### src/rtl/key_conditioner_pkg.sv
// Shared types and defaults for the pushbutton conditioner.
// rep_state_t : auto-repeat FSM states.
// Default cycle counts assume a 50 MHz CLOCK_50.
package key_pkg;

  typedef enum logic [1:0] {
    RELEASED  = 2'd0,
    HOLD_WAIT = 2'd1,
    REPEATING = 2'd2
  } rep_state_t;

  localparam int DEBOUNCE_20MS       = 1000000;
  localparam int REPEAT_DELAY_500MS  = 25000000;
  localparam int REPEAT_PERIOD_100MS = 5000000;

  function automatic int imax(input int a, input int b);
    return (a > b) ? a : b;
  endfunction

endpackage

### src/rtl/key_conditioner_if.sv
// Key conditioner signal bundle.
//   i_key_n   : raw active-low pushbutton (board side drives)
//   o_level   : debounced state, 1 = pressed
//   o_press   : one-cycle pulse on accepted press
//   o_release : one-cycle pulse on accepted release
//   o_repeat  : one-cycle auto-repeat pulse
//   o_event   : press or repeat, feeds game i_enter
// master = board/consumer side, slave = conditioner.
interface key_if;
  logic i_key_n;
  logic o_level;
  logic o_press;
  logic o_release;
  logic o_repeat;
  logic o_event;

  modport master (output i_key_n,
                  input  o_level, o_press, o_release, o_repeat, o_event);
  modport slave  (input  i_key_n,
                  output o_level, o_press, o_release, o_repeat, o_event);
endinterface

### src/rtl/key_conditioner_bit_sync.sv
// Two-flop synchroniser for a single asynchronous input.
//   clk   : destination clock
//   rst_n : asynchronous active-low reset, both flops load RESET_VAL
//   d     : asynchronous input
//   q     : synchronised output (second flop)
module bit_sync #(
  parameter logic RESET_VAL = 1'b1
) (
  input  logic clk,
  input  logic rst_n,
  input  logic d,
  output logic q
);
  logic s1;

  always_ff @(posedge clk or negedge rst_n) begin
    if (!rst_n) begin
      s1 <= RESET_VAL;
      q  <= RESET_VAL;
    end else begin
      s1 <= d;
      q  <= s1;
    end
  end
endmodule

### src/rtl/key_conditioner.sv
// Turns one bouncy active-low pushbutton into clean single-cycle events.
// Chain: 2-flop sync -> debounce counter -> level -> press/release pulses
// -> optional hold-to-repeat FSM.
//   clk   : system clock
//   reset : asynchronous active-low reset
//   kif   : key_if.slave (raw key in, conditioned outputs)
module key_conditioner
  import key_pkg::*;
#(
  parameter int DEBOUNCE_CYCLES = DEBOUNCE_20MS,
  parameter bit REPEAT_EN       = 1'b0,
  parameter int REPEAT_DELAY    = REPEAT_DELAY_500MS,
  parameter int REPEAT_PERIOD   = REPEAT_PERIOD_100MS
) (
  input logic clk,
  input logic reset,
  key_if.slave kif
);
  localparam int DW = $clog2(DEBOUNCE_CYCLES + 1);
  localparam int RW = $clog2(imax(REPEAT_DELAY, REPEAT_PERIOD) + 1);
  localparam logic [DW-1:0] DEB_LAST = DW'(DEBOUNCE_CYCLES - 1);
  localparam logic [RW-1:0] DLY_LAST = RW'(REPEAT_DELAY - 1);
  localparam logic [RW-1:0] PER_LAST = RW'(REPEAT_PERIOD - 1);

  logic          s2, k;
  logic [DW-1:0] dcnt;
  logic          level, press, release_p, repeat_p;
  logic          accept, rise, fall;

  // Sync flops reset to released so a key held through reset is seen
  // as a fresh press afterwards.
  bit_sync #(.RESET_VAL(1'b1)) u_sync (
    .clk   (clk),
    .rst_n (reset),
    .d     (kif.i_key_n),
    .q     (s2)
  );

  assign k = ~s2;

  // Change is accepted on the edge that would complete the stable run.
  assign accept = (k != level) && (dcnt == DEB_LAST);
  assign rise   = accept &  k;
  assign fall   = accept & ~k;

  always_ff @(posedge clk or negedge reset) begin
    if (!reset) begin
      dcnt      <= '0;
      level     <= 1'b0;
      press     <= 1'b0;
      release_p <= 1'b0;
    end else begin
      // Pulses are registered alongside level so they coincide with
      // the first cycle of the new level.
      press     <= rise;
      release_p <= fall;
      if (k == level) begin
        dcnt <= '0;
      end else if (accept) begin
        level <= k;
        dcnt  <= '0;
      end else begin
        dcnt <= dcnt + 1'b1;
      end
    end
  end

  // ---------------- auto-repeat FSM ----------------
  rep_state_t    state, state_nx;
  logic [RW-1:0] rcnt, rcnt_nx;
  logic          repeat_nx;

  always_ff @(posedge clk or negedge reset) begin
    if (!reset) begin
      state    <= RELEASED;
      rcnt     <= '0;
      repeat_p <= 1'b0;
    end else begin
      state    <= state_nx;
      rcnt     <= rcnt_nx;
      repeat_p <= repeat_nx;
    end
  end

  always_comb begin
    state_nx  = state;
    rcnt_nx   = rcnt;
    repeat_nx = 1'b0;
    // An accepted release overrides any repeat due on the same edge.
    if (fall) begin
      state_nx = RELEASED;
      rcnt_nx  = '0;
    end else begin
      case (state)
        RELEASED: begin
          if (rise && REPEAT_EN) begin
            state_nx = HOLD_WAIT;
            rcnt_nx  = '0;
          end
        end
        HOLD_WAIT: begin
          if (rcnt == DLY_LAST) begin
            repeat_nx = 1'b1;
            rcnt_nx   = '0;
            state_nx  = REPEATING;
          end else begin
            rcnt_nx = rcnt + 1'b1;
          end
        end
        REPEATING: begin
          if (rcnt == PER_LAST) begin
            repeat_nx = 1'b1;
            rcnt_nx   = '0;
          end else begin
            rcnt_nx = rcnt + 1'b1;
          end
        end
        default: begin
          state_nx = RELEASED;
          rcnt_nx  = '0;
        end
      endcase
    end
  end

  assign kif.o_level   = level;
  assign kif.o_press   = press;
  assign kif.o_release = release_p;
  assign kif.o_repeat  = repeat_p;
  assign kif.o_event   = press | repeat_p;

endmodule

### src/flat_wrapper.sv
// flat-port wrapper written by rule: the top's interface ports become plain ports
module key_conditioner_flat import key_pkg::*;
#(
  parameter int DEBOUNCE_CYCLES = DEBOUNCE_20MS,
  parameter bit REPEAT_EN       = 1'b0,
  parameter int REPEAT_DELAY    = REPEAT_DELAY_500MS,
  parameter int REPEAT_PERIOD   = REPEAT_PERIOD_100MS
)
  (clk, reset, kif_i_key_n, kif_o_level, kif_o_press, kif_o_release, kif_o_repeat, kif_o_event);
  key_if kif_i ();
  input logic clk;
  input logic reset;
  input wire logic [$bits(kif_i.i_key_n)-1:0] kif_i_key_n;
  output wire logic [$bits(kif_i.o_level)-1:0] kif_o_level;
  output wire logic [$bits(kif_i.o_press)-1:0] kif_o_press;
  output wire logic [$bits(kif_i.o_release)-1:0] kif_o_release;
  output wire logic [$bits(kif_i.o_repeat)-1:0] kif_o_repeat;
  output wire logic [$bits(kif_i.o_event)-1:0] kif_o_event;
  assign kif_i.i_key_n = kif_i_key_n;
  assign kif_o_level = kif_i.o_level;
  assign kif_o_press = kif_i.o_press;
  assign kif_o_release = kif_i.o_release;
  assign kif_o_repeat = kif_i.o_repeat;
  assign kif_o_event = kif_i.o_event;
  key_conditioner #(.DEBOUNCE_CYCLES(DEBOUNCE_CYCLES), .REPEAT_EN(REPEAT_EN), .REPEAT_DELAY(REPEAT_DELAY), .REPEAT_PERIOD(REPEAT_PERIOD)) u_core (.clk(clk), .reset(reset), .kif(kif_i));
endmodule
### config.mk
export PLATFORM = sky130hd
export DESIGN_NAME = key_conditioner_flat
export DESIGN_NICKNAME = d
export VERILOG_FILES = /design/src/rtl/key_conditioner_pkg.sv /design/src/rtl/key_conditioner_if.sv /design/src/rtl/key_conditioner_bit_sync.sv /design/src/rtl/key_conditioner.sv /design/src/flat_wrapper.sv
export SDC_FILE = /design/constraint.sdc
export NUM_CORES = 1
export LEC_CHECK = 0
export CORE_MARGIN = 2
export CORE_UTILIZATION = 25
export CTS_CLUSTER_DIAMETER = 50
export DETAILED_ROUTE_END_ITERATION = 10
export PLACE_DENSITY_LB_ADDON = 0.2
export SLEW_MARGIN = 20
export SYNTH_ARGS = -nofsm -noshare
export SYNTH_HDL_FRONTEND = slang
export SYNTH_SLANG_ARGS = --single-unit
### constraint.sdc
create_clock -name clk -period 5 [get_ports clk]
set_input_delay 1.5 -clock clk [delete_from_list [all_inputs] [get_ports clk]]
set_output_delay 1.5 -clock clk [all_outputs]
set_load 0.02 [all_outputs]
* Word-level counts from Yosys, hierarchy flattened *
Index checks and enable logic that the tools add are counted.

word-level totals
  register bits = 53
  latch bits = 0
  RAM bits = 0
  ROM bits = 0
  input port bits = 3
  memories kept = 0

operators by class
  add/sub/neg operators = 2
  multiply operators = 0
  divide/modulo/power cells = 0
  $lt $le $gt $ge = 0
  equality and inequality tests = 10
  shift-type cells = 0
  multiplexer cells = 13
  bitwise operators = 5
  reductions and logical operators = 5

operator list
  operator                 number
  $mux W25                 3
  $pmux W25 S3             1
  $mux W20                 2
  $add A25 B1 Y25 const B  1
  $eq A25 B23 Y1 const B   1
  $eq A25 B25 Y1 const B   1
  $add A20 B1 Y20 const B  1
  $eq A20 B20 Y1 const B   1
  $mux W2                  2
  $ne A2 B1 Y1 const B     2
  $pmux W2 S2              1
  $reduce_and A2 Y1        2
  $mux W1                  3
  $ne A3 B1 Y1 const B     1
  $and A1 B1 Y1            2
  $eq A2 B1 Y1 const B     1
  $eq A2 B2 Y1 const B     1
  $logic_not A2 Y1         1
  $not A1 Y1               2
  $pmux W1 S2              1
  $reduce_or A2 Y1         1
  $eq A1 B1 Y1             1
  $logic_and A1 B1 Y1      1
  $ne A1 B1 Y1             1
  $or A1 B1 Y1             1

* Depth between registers and ports, before layout *
  depth after elaboration = 6
  gate-level depth with buffers = 6

* By module *
From an unflattened synthesis, not the netlist that was laid out.

second synthesis, totals
  cell total of the unflattened synthesis = 119
  area total of the unflattened synthesis = 1,204.9 µm²

by module, submodules not included
  module           instances  cells an instance  area each (µm²)
  key_conditioner  1          117                1,152.4
  bit_sync         1          2                  52.6

* Worst setup path before layout *
Ideal clock, no wire load.

  kind = flip-flop to output port
  from = register u_core.press, in the netlist u_core.kif.o_press
  to = output kif_o_press
  arrival time = 0.613 ns
  required time = 3.500 ns
  path slack = 2.887 ns
  cell stages (with the launch flop) = 2
  path through = dfrtp_1 -> buf_4

RTL lines
  item                      RTL line               RTL
  start: declaration        key_conditioner.sv:27  logic level, press, release_p, repeat_p;
  start signal: assignment  key_conditioner.sv:55  press <= rise;
  end: declaration          flat_wrapper.sv:15     output wire logic [$bits(kif_i.o_press)-1:0] kif_o_press;

No word-level cell between the ends.

* Final worst setup path *
  from = register u_core.level, in the netlist u_core.kif.o_level
  to = output kif_o_level

RTL lines
  item                      RTL line               RTL
  start: declaration        key_conditioner.sv:27
  start signal: assignment  key_conditioner.sv:60  level <= k;
  end: declaration          flat_wrapper.sv:14     output wire logic [$bits(kif_i.o_level)-1:0] kif_o_level;

No word-level cell between the ends.

==> flow_metrics.py <==
metrics = {
    "synthesis": {
        "synth-seq-cells": 25,
        "synth_area_um2": 1200,
        "yosys_warnings": 0,
        "syn_inst": 118,
        "ys_seq_area_frac": 0.525,
        "syn_nets": 122,
        "avgSynthCellArea_um2": 10.1,
        "yosysUniqueCellTypes": 33,
    },
    "grt": {
        "grt_pass1_wl_um": 4130,
        "grt_overflow": 0,
        "antenna_found_initial": 0,
        "grt_max_degree": 26,
        "grtUsageTotal": 0.101,
        "grt_pass1_vias": 889,
    },
    "timing": {
        "slew_violations": 0,
        "tightest_slew_ns": 0.566,
        "setup_slack_ns": 2.19,
        "rsz0062_at_grt": "false",
        "final.setup.tns_ns": 0,
        "slew_headroom": 0.623,
        "setup_violations": 0,
        "skew_ns": 0.00146,
        "fin_crit_sh": 0.563,
        "hold_viol": 0,
        "min_period_ns": 2.81,
        "max_freq_mhz": 356,
    },
    "finish": {
        "layout_common_cells": "dfrtp_1, nor2_1, xnor2_1, nand2_1, nand3_1",
        "drive_gt1_frac": 0.0968,
        "final_common_cell": "dfrtp_1",
        "final_nets": 129,
        "post-route-util": 0.288,
        "diodes": 0,
        "area_growth_pct": 12.1,
    },
    "setup_path": {
        "cp_max_fo": 5,
        "cp_cell_sequence": "clkdlybuf4s50_1",
        "slowest_delay_ns": 0.63,
        "cp_slowest_cell": "clkdlybuf4s50_1",
        "arrival_ns": 1.31,
        "start_kind": "flop",
        "worstPathRequired_ns": 3.50,
        "crit_type": "reg -> out",
        "crit_buf_inv": 1,
        "crit_family": "buffers and inverters",
        "cp-end-kind": "primary output",
    },
    "floorplanning": {
        "die_w_um": 73.2,
        "start_util": 0.257,
        "rows": 25,
        "core_area_um2": 4660,
        "die_area_um2": 5350,
        "pin_count": 8,
        "dieHeight_um": 73.2,
    },
    "clock_tree": {
        "cts_sinks": 25,
        "tritoncts": "built",
        "cts_buffers": 3,
        "h-tree-depth": 1,
        "cts.clk_slew.worst_paths_ns": 0.08,
        "cts_hold_buffers": 0,
        "post-cts-setup-buffers": 0,
        "cts_resized": 0,
        "cts-root-buf": "clkbuf_8",
        "clock_latency_ns": 0.27,
        "clk_path_buf_depth": 2,
    },
    "power": {
        "swShare": 0.218,
        "power_frac_seq": 0.611,
        "total_power_mw": 0.340,
        "powerDensity_nw_per_um2": 254,
        "p_sw_mw": 0.0741,
        "combPwrFrac": 0.039,
        "clkPwrFrac": 0.350,
        "p_leak_nw": 0.525,
        "peakVddDrop_v": 0.0000875,
        "internal-power_mw": 0.266,
    },
    "placed_design": {
        "preCtsSetupSlack_ns": 2.09,
        "portBuffers": 6,
        "dp_hpwl_um": 1700,
        "gp_congestion": 0.818,
    },
    "detailed_routing": {
        "drt_wl_total_um": 2480,
        "first_pass_iters": 4,
        "route.vias.total": 880,
        "drtIter0Drc": 68,
        "vias_per_cell": 4.94,
        "ant_nets": 0,
        "drc_errors": 0,
        "wl_per_cell_um": 14.0,
    },
    "job": {
        "cap_viol_max_count": 0,
    },
    "run_status": {
        "outcome": "finished clean",
    },
    "worst_hold_path": {
        "worstHoldPathType": "reg -> reg",
    },
}
[state kept, by name, summed over array words and instances, names as in the netlist]
signal / flops
u_core.dcnt: 20
u_core.kif.o_level: 1
u_core.kif.o_press: 1
u_core.kif.o_release: 1
u_core.u_sync.q: 1
u_core.u_sync.s1: 1
[cell usage after synthesis (all sizes together)]
| library cell | n | area share |
|---|---|---|
| and4bb | 1 | 0.010 |
| dfstp | 2 | 0.044 |
| or4 | 5 | 0.032 |
| nand3b | 1 | 0.0063 |
| inv | 4 | 0.013 |
| nand4 | 3 | 0.021 |
| and4 | 3 | 0.022 |
| nor3 | 2 | 0.0084 |
| or3 | 3 | 0.017 |
| o31ai | 4 | 0.025 |
| ha | 1 | 0.010 |
| dfrtp | 23 | 0.48 |
| or2 | 1 | 0.0052 |
| nand3 | 7 | 0.029 |
| nor4b | 1 | 0.0073 |
| a21o | 1 | 0.0063 |
| conb | 1 | 0.0031 |
| and2 | 1 | 0.0052 |
| nand2 | 7 | 0.022 |
| xnor2 | 8 | 0.059 |
| clkbuf | 1 | 0.0042 |
| buf | 4 | 0.021 |
| and3 | 1 | 0.0052 |
| a21oi | 6 | 0.025 |
| xor2 | 5 | 0.037 |
| nor4 | 4 | 0.021 |
| nor2 | 15 | 0.047 |
| o21ai | 3 | 0.013 |
[kinds of logic after synthesis]
family                   after synthesis  synth area share
AND/OR/NAND/NOR                       55             0.259
other                                  1           0.00314
adder cells (fa/ha/maj)                1            0.0105
flip-flops                            25             0.525
XOR/XNOR                              13            0.0952
AO/OA/AOI/OAI                         14            0.0690
buffers and inverters                  9            0.0376
[final timing paths]
kind | from | to | slack [ns] | depth (start not counted)
setup / recovery | u_core.kif.o_level | kif_o_level | 2.19 | 1
hold / removal | u_core.u_sync.s1 | u_core.u_sync.q | 0.36 | 0
setup reg to reg | u_core.dcnt[0] | u_core.dcnt[14] | 3.03 | 6
hold reg to reg | u_core.u_sync.s1 | u_core.u_sync.q | 0.36 | 0
max in group asynchronous | reset | u_core.u_sync.s1 | 3.41 | 1
min in group asynchronous | reset | u_core.dcnt[17] | 1.22 | 1
[power by group through the flow]
stage               Clock [mW]  Sequential (mW)  Combinational [mW]
floorplan                    0            0.211             0.00738
global placement             0            0.212              0.0136
detailed placement           0            0.212              0.0142
CTS                      0.124            0.208              0.0142
global route             0.132            0.209              0.0155
finish                   0.119            0.208              0.0132
[layer usage]
metal	track usage	part of all wire
met1	0.121	0.47
met2	0.172	0.49
met3	0.0373	0.036
met4	0.0247	0.0060
met5	0	0
[area by class of cell]
type	instances	area, um2
Fill cell	497	3320
Tap cell	54	67.6
Multi-Input combinational cell	84	523
Timing Repair Buffer	7	62.6
Clock buffer	4	45.0
Sequential cell	25	628
Inverter	4	15.0
[stage by stage]
| stage | instances | area, um2 | hold slack (ns) |
|---|---|---|---|
| 2_1_floorplan | 118 | 1200 | 0.345 |
| 3_3_place_gp | 174 | 1300 | 0.346 |
| 3_5_place_dp | 174 | 1300 | 0.350 |
| 4_1_cts | 178 | 1350 | 0.363 |
| 5_1_grt | 178 | 1340 | 0.366 |
| 6_report | 178 | 1340 | 0.360 |
Power figures use the tool's default switching activity.
